`config.mk`:
```
export PLATFORM = sky130hd
export DESIGN_NAME = div_iterative
export DESIGN_NICKNAME = d
export VERILOG_FILES = /design/src/rtl/alu_pkg.sv /design/src/rtl/div_step.sv /design/src/rtl/div_iterative.sv
export SDC_FILE = /design/constraint.sdc
export NUM_CORES = 1
export LEC_CHECK = 0
export CELL_PAD_IN_SITES_DETAIL_PLACEMENT = 0
export CELL_PAD_IN_SITES_GLOBAL_PLACEMENT = 1
export CORE_AREA = 2 2 156 158
export DETAILED_ROUTE_END_ITERATION = 8
export DIE_AREA = 0 0 158 160
export PLACE_DENSITY = 0.95
export SLEW_MARGIN = 15
export SYNTH_ARGS = -nofsm -noshare
export SYNTH_HDL_FRONTEND = slang
export SYNTH_SLANG_ARGS = --single-unit
```
`constraint.sdc`:
```
create_clock -name clk -period 4.5 [get_ports clk]
set_input_delay 0.45 -clock clk [delete_from_list [all_inputs] [get_ports clk]]
set_output_delay 0.45 -clock clk [all_outputs]
set_load 0.01 [all_outputs]
```
`src/rtl/alu_pkg.sv`:
```
// Shared ALU definitions: divider FSM state encoding and default datapath width.
package alu_pkg;

    localparam int unsigned DIV_WIDTH_DEFAULT = 32;

    typedef enum logic [1:0] {
        IDLE = 2'd0,
        RUN  = 2'd1,
        FIX  = 2'd2,
        DONE = 2'd3
    } div_state_t;

endpackage : alu_pkg

```
`src/rtl/div_step.sv`:
```
// One radix-2 restoring division step: shift in a dividend bit, trial-subtract the divisor.
module div_step #(
    parameter int unsigned WIDTH = 32
) (
    input  logic [WIDTH-1:0] rem_i,
    input  logic             dvd_msb_i,
    input  logic [WIDTH-1:0] dsr_i,
    output logic [WIDTH-1:0] rem_c_o,
    output logic             q_bit_c_o
);

    // One extra bit keeps the shifted remainder exact when the divisor is >= 2^(WIDTH-1).
    logic [WIDTH:0] shifted_c;
    logic [WIDTH:0] diff_c;

    always_comb begin
        shifted_c = {rem_i, dvd_msb_i};
        diff_c    = shifted_c - {1'b0, dsr_i};
        q_bit_c_o = (shifted_c >= {1'b0, dsr_i});
        rem_c_o   = q_bit_c_o ? WIDTH'(diff_c) : WIDTH'(shifted_c);
    end

endmodule : div_step

```
`src/rtl/div_iterative.sv`:
```
// Multi-cycle signed/unsigned restoring divider on the validIn/validOut handshake.
// Optional DIV_ZERO_TRAP_EN: zero divisor short-circuits to DONE and raises div_zero.
module div_iterative
    import alu_pkg::*;
#(
    parameter int unsigned WIDTH = DIV_WIDTH_DEFAULT
) (
    input  logic             clk,
    input  logic             reset_n,
    input  logic             validIn,
    input  logic             sign,
    input  logic [WIDTH-1:0] SrcA,
    input  logic [WIDTH-1:0] SrcB,
    output logic             validOut,
    output logic             busy,
`ifdef DIV_ZERO_TRAP_EN
    output logic             div_zero,
`endif
    output logic [WIDTH-1:0] Hi,
    output logic [WIDTH-1:0] Lo
);

    localparam int unsigned CNT_W = $clog2(WIDTH);

    div_state_t       state_q, state_d;
    logic [CNT_W-1:0] cnt_q, cnt_d;
    logic [WIDTH-1:0] dvd_q, dvd_d;
    logic [WIDTH-1:0] dsr_q, dsr_d;
    logic [WIDTH-1:0] rem_q, rem_d;
    logic             neg_a_q, neg_a_d;
    logic             neg_b_q, neg_b_d;
    logic [WIDTH-1:0] hi_q, hi_d;
    logic [WIDTH-1:0] lo_q, lo_d;
    logic             vout_q;
    logic             busy_q;
    logic             trap_c;
    logic [WIDTH-1:0] step_rem_c;
    logic             step_q_c;

`ifdef DIV_ZERO_TRAP_EN
    assign trap_c = (SrcB == '0);
`else
    assign trap_c = 1'b0;
`endif

    div_step #(
        .WIDTH(WIDTH)
    ) u_step (
        .rem_i    (rem_q),
        .dvd_msb_i(dvd_q[WIDTH-1]),
        .dsr_i    (dsr_q),
        .rem_c_o  (step_rem_c),
        .q_bit_c_o(step_q_c)
    );

    // Next-state and datapath; the dividend register doubles as the quotient shift register.
    always_comb begin
        state_d = state_q;
        cnt_d   = cnt_q;
        dvd_d   = dvd_q;
        dsr_d   = dsr_q;
        rem_d   = rem_q;
        neg_a_d = neg_a_q;
        neg_b_d = neg_b_q;
        hi_d    = hi_q;
        lo_d    = lo_q;
        case (state_q)
            IDLE: begin
                if (validIn) begin
                    if (trap_c) begin
                        hi_d    = SrcA;
                        lo_d    = '1;
                        state_d = DONE;
                    end else begin
                        neg_a_d = sign & SrcA[WIDTH-1];
                        neg_b_d = sign & SrcB[WIDTH-1];
                        dvd_d   = (sign & SrcA[WIDTH-1]) ? -SrcA : SrcA;
                        dsr_d   = (sign & SrcB[WIDTH-1]) ? -SrcB : SrcB;
                        rem_d   = '0;
                        cnt_d   = CNT_W'(WIDTH - 1);
                        state_d = RUN;
                    end
                end
            end
            RUN: begin
                rem_d = step_rem_c;
                dvd_d = {dvd_q[WIDTH-2:0], step_q_c};
                if (cnt_q == '0) begin
                    state_d = FIX;
                end else begin
                    cnt_d = cnt_q - 1'b1;
                end
            end
            FIX: begin
                lo_d    = (neg_a_q ^ neg_b_q) ? -dvd_q : dvd_q;
                hi_d    = neg_a_q ? -rem_q : rem_q;
                state_d = DONE;
            end
            DONE: begin
                if (!validIn) begin
                    state_d = IDLE;
                end
            end
            default: state_d = IDLE;
        endcase
    end

    always_ff @(posedge clk) begin
        if (!reset_n) begin
            state_q <= IDLE;
            cnt_q   <= '0;
            dvd_q   <= '0;
            dsr_q   <= '0;
            rem_q   <= '0;
            neg_a_q <= 1'b0;
            neg_b_q <= 1'b0;
            hi_q    <= '0;
            lo_q    <= '0;
            vout_q  <= 1'b0;
            busy_q  <= 1'b0;
        end else begin
            state_q <= state_d;
            cnt_q   <= cnt_d;
            dvd_q   <= dvd_d;
            dsr_q   <= dsr_d;
            rem_q   <= rem_d;
            neg_a_q <= neg_a_d;
            neg_b_q <= neg_b_d;
            hi_q    <= hi_d;
            lo_q    <= lo_d;
            vout_q  <= (state_d == DONE);
            busy_q  <= (state_d == RUN) || (state_d == FIX);
        end
    end

`ifdef DIV_ZERO_TRAP_EN
    logic dz_q;

    // Flag is decided on acceptance in IDLE and held for the whole DONE stay.
    always_ff @(posedge clk) begin
        if (!reset_n) begin
            dz_q <= 1'b0;
        end else if (state_q == IDLE) begin
            dz_q <= validIn & trap_c;
        end else if (state_d != DONE) begin
            dz_q <= 1'b0;
        end
    end

    assign div_zero = dz_q;
`endif

    assign validOut = vout_q;
    assign busy     = busy_q;
    assign Hi       = hi_q;
    assign Lo       = lo_q;

endmodule : div_iterative

```
==> flow_metrics.env, run 1 <==
export IMPL_synth_avg_cell_area_um2=8.01
export IMPL_fin_ws_ns=1.10
export IMPL_rrSetupSlack_ns=1.10
export IMPL_p_leak_nw=4.61
export IMPL_drtIter0Drc=843
export IMPL_hold_viol=0
export IMPL_drv_cap=0
export IMPL_dieArea_mm2=0.0253
export IMPL_crit_end="rem_q[8]"
export IMPL_slew_headroom=0.255
export IMPL_pin_count=134
export IMPL_grt_usage=0.214
export IMPL_setup_violations=0
export IMPL_clk_pin_slew_ns=0.07
export IMPL_post_cts_buffers=0
export IMPL_overflow=0
export IMPL_dp_hpwl_mm=20.2
export IMPL_pre_cts_ws_ns=1.17
export IMPL_p_per_area_mw_per_mm2=524
export IMPL_io_buffers=133
export IMPL_area_growth_syn_to_layout_pct=20.4
export IMPL_syn_nets=1411
export IMPL_fmax_ghz=0.294
export IMPL_drt_pass1_iterations=9
export IMPL_yosysUniqueCellTypes=73
export IMPL_synth_async_sr_flop_share=0
export IMPL_cts_root_buf="clkbuf_16"
export IMPL_grt_pass1_wl_mm=43.9
export IMPL_core_mm2=0.0238
export IMPL_syn_inst=1304
export IMPL_r2r_end="rem_q[8]"
export IMPL_worstSetupStartpointType="flop"
export IMPL_rows=57
export IMPL_whs_ns=0.464
export IMPL_crit_type="reg2reg"
export IMPL_final_nets=1493
export IMPL_grt_pass1_vias=8497
export IMPL_synth_seq_cells=171
export IMPL_ctsHoldBuffers=0
export IMPL_worstSetupEndpointType="flop"
export IMPL_r2r_start="rem_q[15]"
export IMPL_arrival_ns=3.76
export IMPL_gp_congestion=0.968
export IMPL_htree_levels=4
export IMPL_period_share=0.755
export IMPL_start_util=0.438
export IMPL_antenna_found_initial=1
export IMPL_syn_area_mm2=0.0104
export IMPL_max_stage_delay_ns=0.57
export IMPL_fin_crit_ns=3.40
export IMPL_dp_cells=1691
export IMPL_cp_slowest_cell="a211oi_4"
export IMPL_post_cts_resized=0
export IMPL_synth_edf_count=0
export IMPL_hp_class="reg2reg"
export IMPL_cts_tree="yes"
export IMPL_viasPerCell=5.62
export IMPL_fin_skew_ns=0.00822
export IMPL_status="complete, no violations"
export IMPL_grt_max_degree=79
export IMPL_die_x_um=158
export IMPL_stdcell_count=1724
export IMPL_route_detailed_drc=0
export IMPL_rsz0062_at_grt="false"
export IMPL_reg2reg_depth=10
export IMPL_cts_buffers=17
export IMPL_cts_sinks=171
export IMPL_total_power_w=0.00659
export IMPL_worst_pin_slew_ns=1.12
export IMPL_path_max_fanout=35
export IMPL_wl_per_cell_um=15.8
export IMPL_die_h_um=160
export IMPL_clk_latency_ns=0.44
export IMPL_postRouteWirelength_mm=27.3
export IMPL_tns_ns=0
export IMPL_synth_area_leader_cell="dfxtp_1"
export IMPL_yosysWarnings=0
export IMPL_synth_top_area_frac=0.328
export IMPL_cts_buffer_depth=2
export IMPL_ys_top_cells_by_area="dfxtp_1 (33%), xor2_1 (7.8%), nor2_1 (6.4%), a211oi_1 (5.1%), a21oi_1 (4.8%)"
export IMPL_cp_required_ns=4.86
export IMPL_vias=9682
export IMPL_ys_seq_area_frac=0.328
export IMPL_peakVddDrop_mv=0.388
export IMPL_synth_ff_type="dfxtp_1"
export IMPL_drive_above_1_share=0.0586
export IMPL_slew_viol_final=0
export IMPL_crit_start="rem_q[15]"
export IMPL_path_cells="ha_1 > a21oi_1 > o21ai_0 > nor4_1 > a21oi_1 > a211oi_4 > buf_4 > and2_1 > a31oi_1 > o21ai_0"
export IMPL_ant_nets=0
where the power goes:
part | switching, W | total, W | internal (W)
Combinational | 0.00184 | 0.00319 | 0.00136
Clock | 0.000682 | 0.00144 | 0.000759
Sequential | 0.000266 | 0.00196 | 0.00170
metal layers:
layer,part of all wire,vias to the layer above,track usage
met1,0.49,4435,0.327
met5,0,-,0
met2,0.41,310,0.295
met3,0.075,47,0.0366
met4,0.025,0,0.0799
li1,-,4890,-
cells in the mapped netlist, types with 13 or more instances:
library cell and instances:
o31ai_1 19, or3_1 14, o21ai_0 63, nand2_1 92, a211oi_1 71, nor2_1 178
nor4_1 14, xnor2_1 51, nor3_1 17, a222oi_1 31, xor2_1 93, o21ai_1 27
nand2b_1 13, clkbuf_1 68, ha_1 38, dfxtp_1 171, a21oi_1 101, a21o_1 15
inv_1 52
placed cells by master (no fill, tap or decap), types with 6 or more instances in the layout:
master,synthesis,routed
and2_1,11,11
xnor2_1,51,50
a311oi_1,9,9
nand2b_1,13,13
nand3_1,10,10
ha_1,38,38
xor2_1,93,93
a211oi_1,71,70
a32oi_1,11,11
nor2b_1,9,8
nand4_1,7,7
a31oi_1,6,6
nand2_1,92,92
a21oi_1,101,101
inv_1,52,52
nor2_1,178,177
o41ai_1,11,11
nor3_1,17,17
nor4_1,14,14
clkbuf_16,0,17
o31ai_1,19,19
o21ai_0,63,63
a21o_1,15,15
or3_1,14,14
clkdlybuf4s50_1,0,133
a222oi_1,31,31
dfxtp_1,171,171
o21ai_1,27,27
buf_4,0,12
o211ai_1,6,6
cell families after synthesis:
kind of cell,Yosys count,share of synthesized area
flops,171,0.328
fa+ha+maj,39,0.0474
xor+xnor,144,0.121
buf+inv,136,0.0497
compound gates,402,0.261
simple gates,406,0.188
mux,6,0.00587
worst min-delay path by stage:
stage	start	slack, ns	endpoint	cells past startpoint
floorplan	dsr_q[27]	0.43	dsr_q[27]	2
detailed placement	dsr_q[30]	0.45	dsr_q[30]	2
CTS	dsr_q[30]	0.46	dsr_q[30]	2
finish	dsr_q[30]	0.46	dsr_q[30]	2
global placement	dsr_q[28]	0.44	dsr_q[28]	2
global route	dsr_q[27]	0.49	dsr_q[27]	2
sequential cells by signal, summed over array words and instances (netlist names):
name	cells
neg_a_q	1
state_q	2
dsr_q	32
busy	1
validOut	1
Hi	32
rem_q	32
dvd_q	32
neg_b_q	1
Lo	32
cnt_q	5
through the flow:
step / instance area, um^2 / util
after floorplan: 10400 / -
after global placement: 12000 / 0.503
after detailed placement: 12000 / 0.503
after CTS: 12600 / 0.527
after global routing: 12600 / 0.528
final: 12600 / 0.528
worst max-delay path, delay by kind of cell, from the launching register on:
| kind | cells | cell delay [ns] |
|---|---|---|
| adder cells (fa/ha/maj) | 1 | 0.40 |
| buffers and inverters | 1 | 0.44 |
| flip-flops | 1 | 0.48 |
| AO/OA/AOI/OAI | 6 | 1.52 |
| AND/OR/NAND/NOR | 2 | 0.49 |
area by class of cell:
cell class	count	area, um^2
diodes	1	2.50
clock buffers	19	453
clock inverters	13	128
fillers	2322	11200
inverters	54	204
multi-input cells	997	6540
flip-flops and latches	171	3420
well taps	324	405
repair buffers	145	1420
Note: power is estimated with default switching activity, not from simulation.
==> run 2: changes to the inputs <==
--- a/config.mk
+++ b/config.mk
@@ -7,10 +7,10 @@
 export LEC_CHECK = 0
 export CELL_PAD_IN_SITES_DETAIL_PLACEMENT = 0
 export CELL_PAD_IN_SITES_GLOBAL_PLACEMENT = 1
-export CORE_AREA = 2 2 156 158
+export CORE_AREA = 2 2 161 163
 export DETAILED_ROUTE_END_ITERATION = 8
-export DIE_AREA = 0 0 158 160
-export PLACE_DENSITY = 0.95
+export DIE_AREA = 0 0 163 165
+export PLACE_DENSITY = 0.92
 export SLEW_MARGIN = 15
 export SYNTH_ARGS = -nofsm -noshare
 export SYNTH_HDL_FRONTEND = slang
==> constraint.sdc (replaced) <==
create_clock -name clk -period 3.2 [get_ports clk]
set_input_delay 0.32 -clock clk [delete_from_list [all_inputs] [get_ports clk]]
set_output_delay 0.32 -clock clk [all_outputs]
set_load 0.01 [all_outputs]
==> flow_metrics.env, run 2 (synthesis gave the netlist of run 1 again) <==
export IMPL_p_per_area_mw_per_mm2=746
export IMPL_hp_class="reg2reg"
export IMPL_rows=58
export IMPL_tns_ns=0
export IMPL_seqPwrFrac=0.275
export IMPL_internal_power_w=0.00560
export IMPL_grt_usage=0.211
export IMPL_overflow=0
export IMPL_p_clk_frac=0.220
export IMPL_die_x_um=163
export IMPL_cts_buffers=17
export IMPL_path_cells="inv_1 > ha_1 > inv_1 > fa_1 > a211oi_1 > o21ai_1 > a22oi_1 > o21bai_1 > nor4_1 > o41ai_1 > a311oi_1 > xor2_1 > o21ai_1"
export IMPL_cp_slowest_cell="fa_1"
export IMPL_worstSetupStartpointType="flop"
export IMPL_drtIter0Drc=915
export IMPL_rsz0062_at_grt="false"
export IMPL_ctsHoldBuffers=0
export IMPL_hold_viol=0
export IMPL_htree_levels=4
export IMPL_arrival_ns=3.28
export IMPL_area_growth_syn_to_layout_pct=24.5
export IMPL_fin_ws_ns=0.245
export IMPL_die_h_um=165
export IMPL_grt_pass1_vias=8807
export IMPL_postPlaceCellArea_mm2=0.0124
export IMPL_gp_congestion=0.969
export IMPL_io_buffers=133
export IMPL_pin_count=134
export IMPL_p_sw_frac=0.423
export IMPL_slew_headroom=0.392
export IMPL_cts_buffer_depth=2
export IMPL_setup_violations=0
export IMPL_cts_root_buf="clkbuf_16"
export IMPL_start_util=0.417
export IMPL_worstSetupEndpointType="flop"
export IMPL_clk_latency_ns=0.44
export IMPL_p_leak_nw=4.89
export IMPL_cts_tree="yes"
export IMPL_status="complete, no violations"
export IMPL_antenna_found_initial=1
export IMPL_worst_pin_slew_ns=0.909
export IMPL_crit_type="reg2reg"
export IMPL_drv_cap=0
export IMPL_wl_per_cell_um=16.1
export IMPL_postRouteWirelength_mm=28.7
export IMPL_path_max_fanout=4
export IMPL_fin_crit_ns=2.95
export IMPL_netSwitchingPower_w=0.00411
export IMPL_vias=9843
export IMPL_whs_path_depth=2
export IMPL_max_stage_delay_ns=0.39
export IMPL_grt_max_degree=77
export IMPL_final_nets=1542
export IMPL_fmax_ghz=0.338
export IMPL_dp_hpwl_mm=21.8
export IMPL_drt_pass1_iterations=9
export IMPL_pre_cts_ws_ns=0.0765
export IMPL_slew_viol_final=0
export IMPL_clk_pin_slew_ns=0.08
export IMPL_finalInstanceArea_mm2=0.0130
export IMPL_ant_nets=0
export IMPL_final_cell_mix="nor2_1 (177), dfxtp_1 (171), clkdlybuf4s50_1 (133)"
export IMPL_period_share=0.923
export IMPL_core_mm2=0.0250
export IMPL_post_cts_buffers=0
export IMPL_peakVddDrop_mv=0.438
export IMPL_whs_ns=0.455
export IMPL_fin_skew_ns=0.0125
export IMPL_viasPerCell=5.53
export IMPL_final_common_cell="nor2_1"
export IMPL_grt_pass1_wl_mm=45.8
export IMPL_drive_above_1_share=0.0898
export IMPL_cts_sinks=171
export IMPL_p_comb_frac=0.505
export IMPL_cp_required_ns=3.53
export IMPL_route_detailed_drc=0
export IMPL_dieArea_mm2=0.0269
export IMPL_reg2reg_depth=13
export IMPL_post_cts_resized=0
==> run 2: cell count changes in the layout (fill, tap and decap cells not counted) <==
cell and change:
inv_6 -2, inv_8 +1, clkbuf_8 -2, clkinv_8 +4, xnor2_1 +1, clkinv_4 -1, buf_12 +2, and2_0 +1
xnor2_2 -1, inv_12 +2, buf_4 +47, clkinvlp_4 -2, and2_1 -1
==> run 2: final cells by class <==
type                            count  area, um^2
Timing Repair Buffer              194        1810
Sequential cell                   171        3420
Tap cell                          330         413
Multi-Input combinational cell    997        6530
Inverter                           54         204
Clock inverter                     15         195
Antenna cell                        1        2.50
Fill cell                        2386       12000
Clock buffer                       17         425
==> run 2: final timing paths <==
kind / start / endpoint / slack [ns]
worst max register to register: dvd_q[31] / rem_q[28] / 0.25
worst min-delay path: dsr_q[28] / dsr_q[28] / 0.45
worst min register to register: dsr_q[28] / dsr_q[28] / 0.45
worst max-delay path: dvd_q[31] / rem_q[28] / 0.25
==> run 2: per-stage QoR <==
| step | std cells | utilization | total power, W |
|---|---|---|---|
| 2_1_floorplan | 1304 | - | 0.00613 |
| 3_3_place_gp | 1746 | 0.495 | 0.00749 |
| 3_5_place_dp | 1746 | 0.495 | 0.00754 |
| 4_1_cts | 1778 | 0.519 | 0.00970 |
| 5_1_grt | 1779 | 0.520 | 0.0104 |
| 6_report | 1779 | 0.520 | 0.00970 |
==> run 2: power by group through the flow <==
stage                     Clock (W)  Combinational (W)  Sequential, W
after floorplan                   0            0.00346        0.00268
after global placement            0            0.00479        0.00269
after detailed placement          0            0.00483        0.00271
after CTS                   0.00217            0.00487        0.00266
after global routing        0.00225            0.00542        0.00270
final                       0.00214            0.00490        0.00267
==> run 2: routing by layer <==
metal / vias up / GRT usage / part of all wire
met1: 4489 / 0.316 / 0.50
li1: 4994 / - / -
met4: 0 / 0.0595 / 0.016
met5: - / 0 / 0
met2: 328 / 0.310 / 0.41
met3: 32 / 0.0357 / 0.073
==> run 2: critical path: cells and delay by family (launching register included) <==
kind	cells	cell delay [ns]
AO/OA/AOI/OAI	7	1.43
flip-flops	1	0.31
buffers and inverters	2	0.10
XOR/XNOR	1	0.20
adder cells (fa/ha/maj)	2	0.54
AND/OR/NAND/NOR	1	0.27
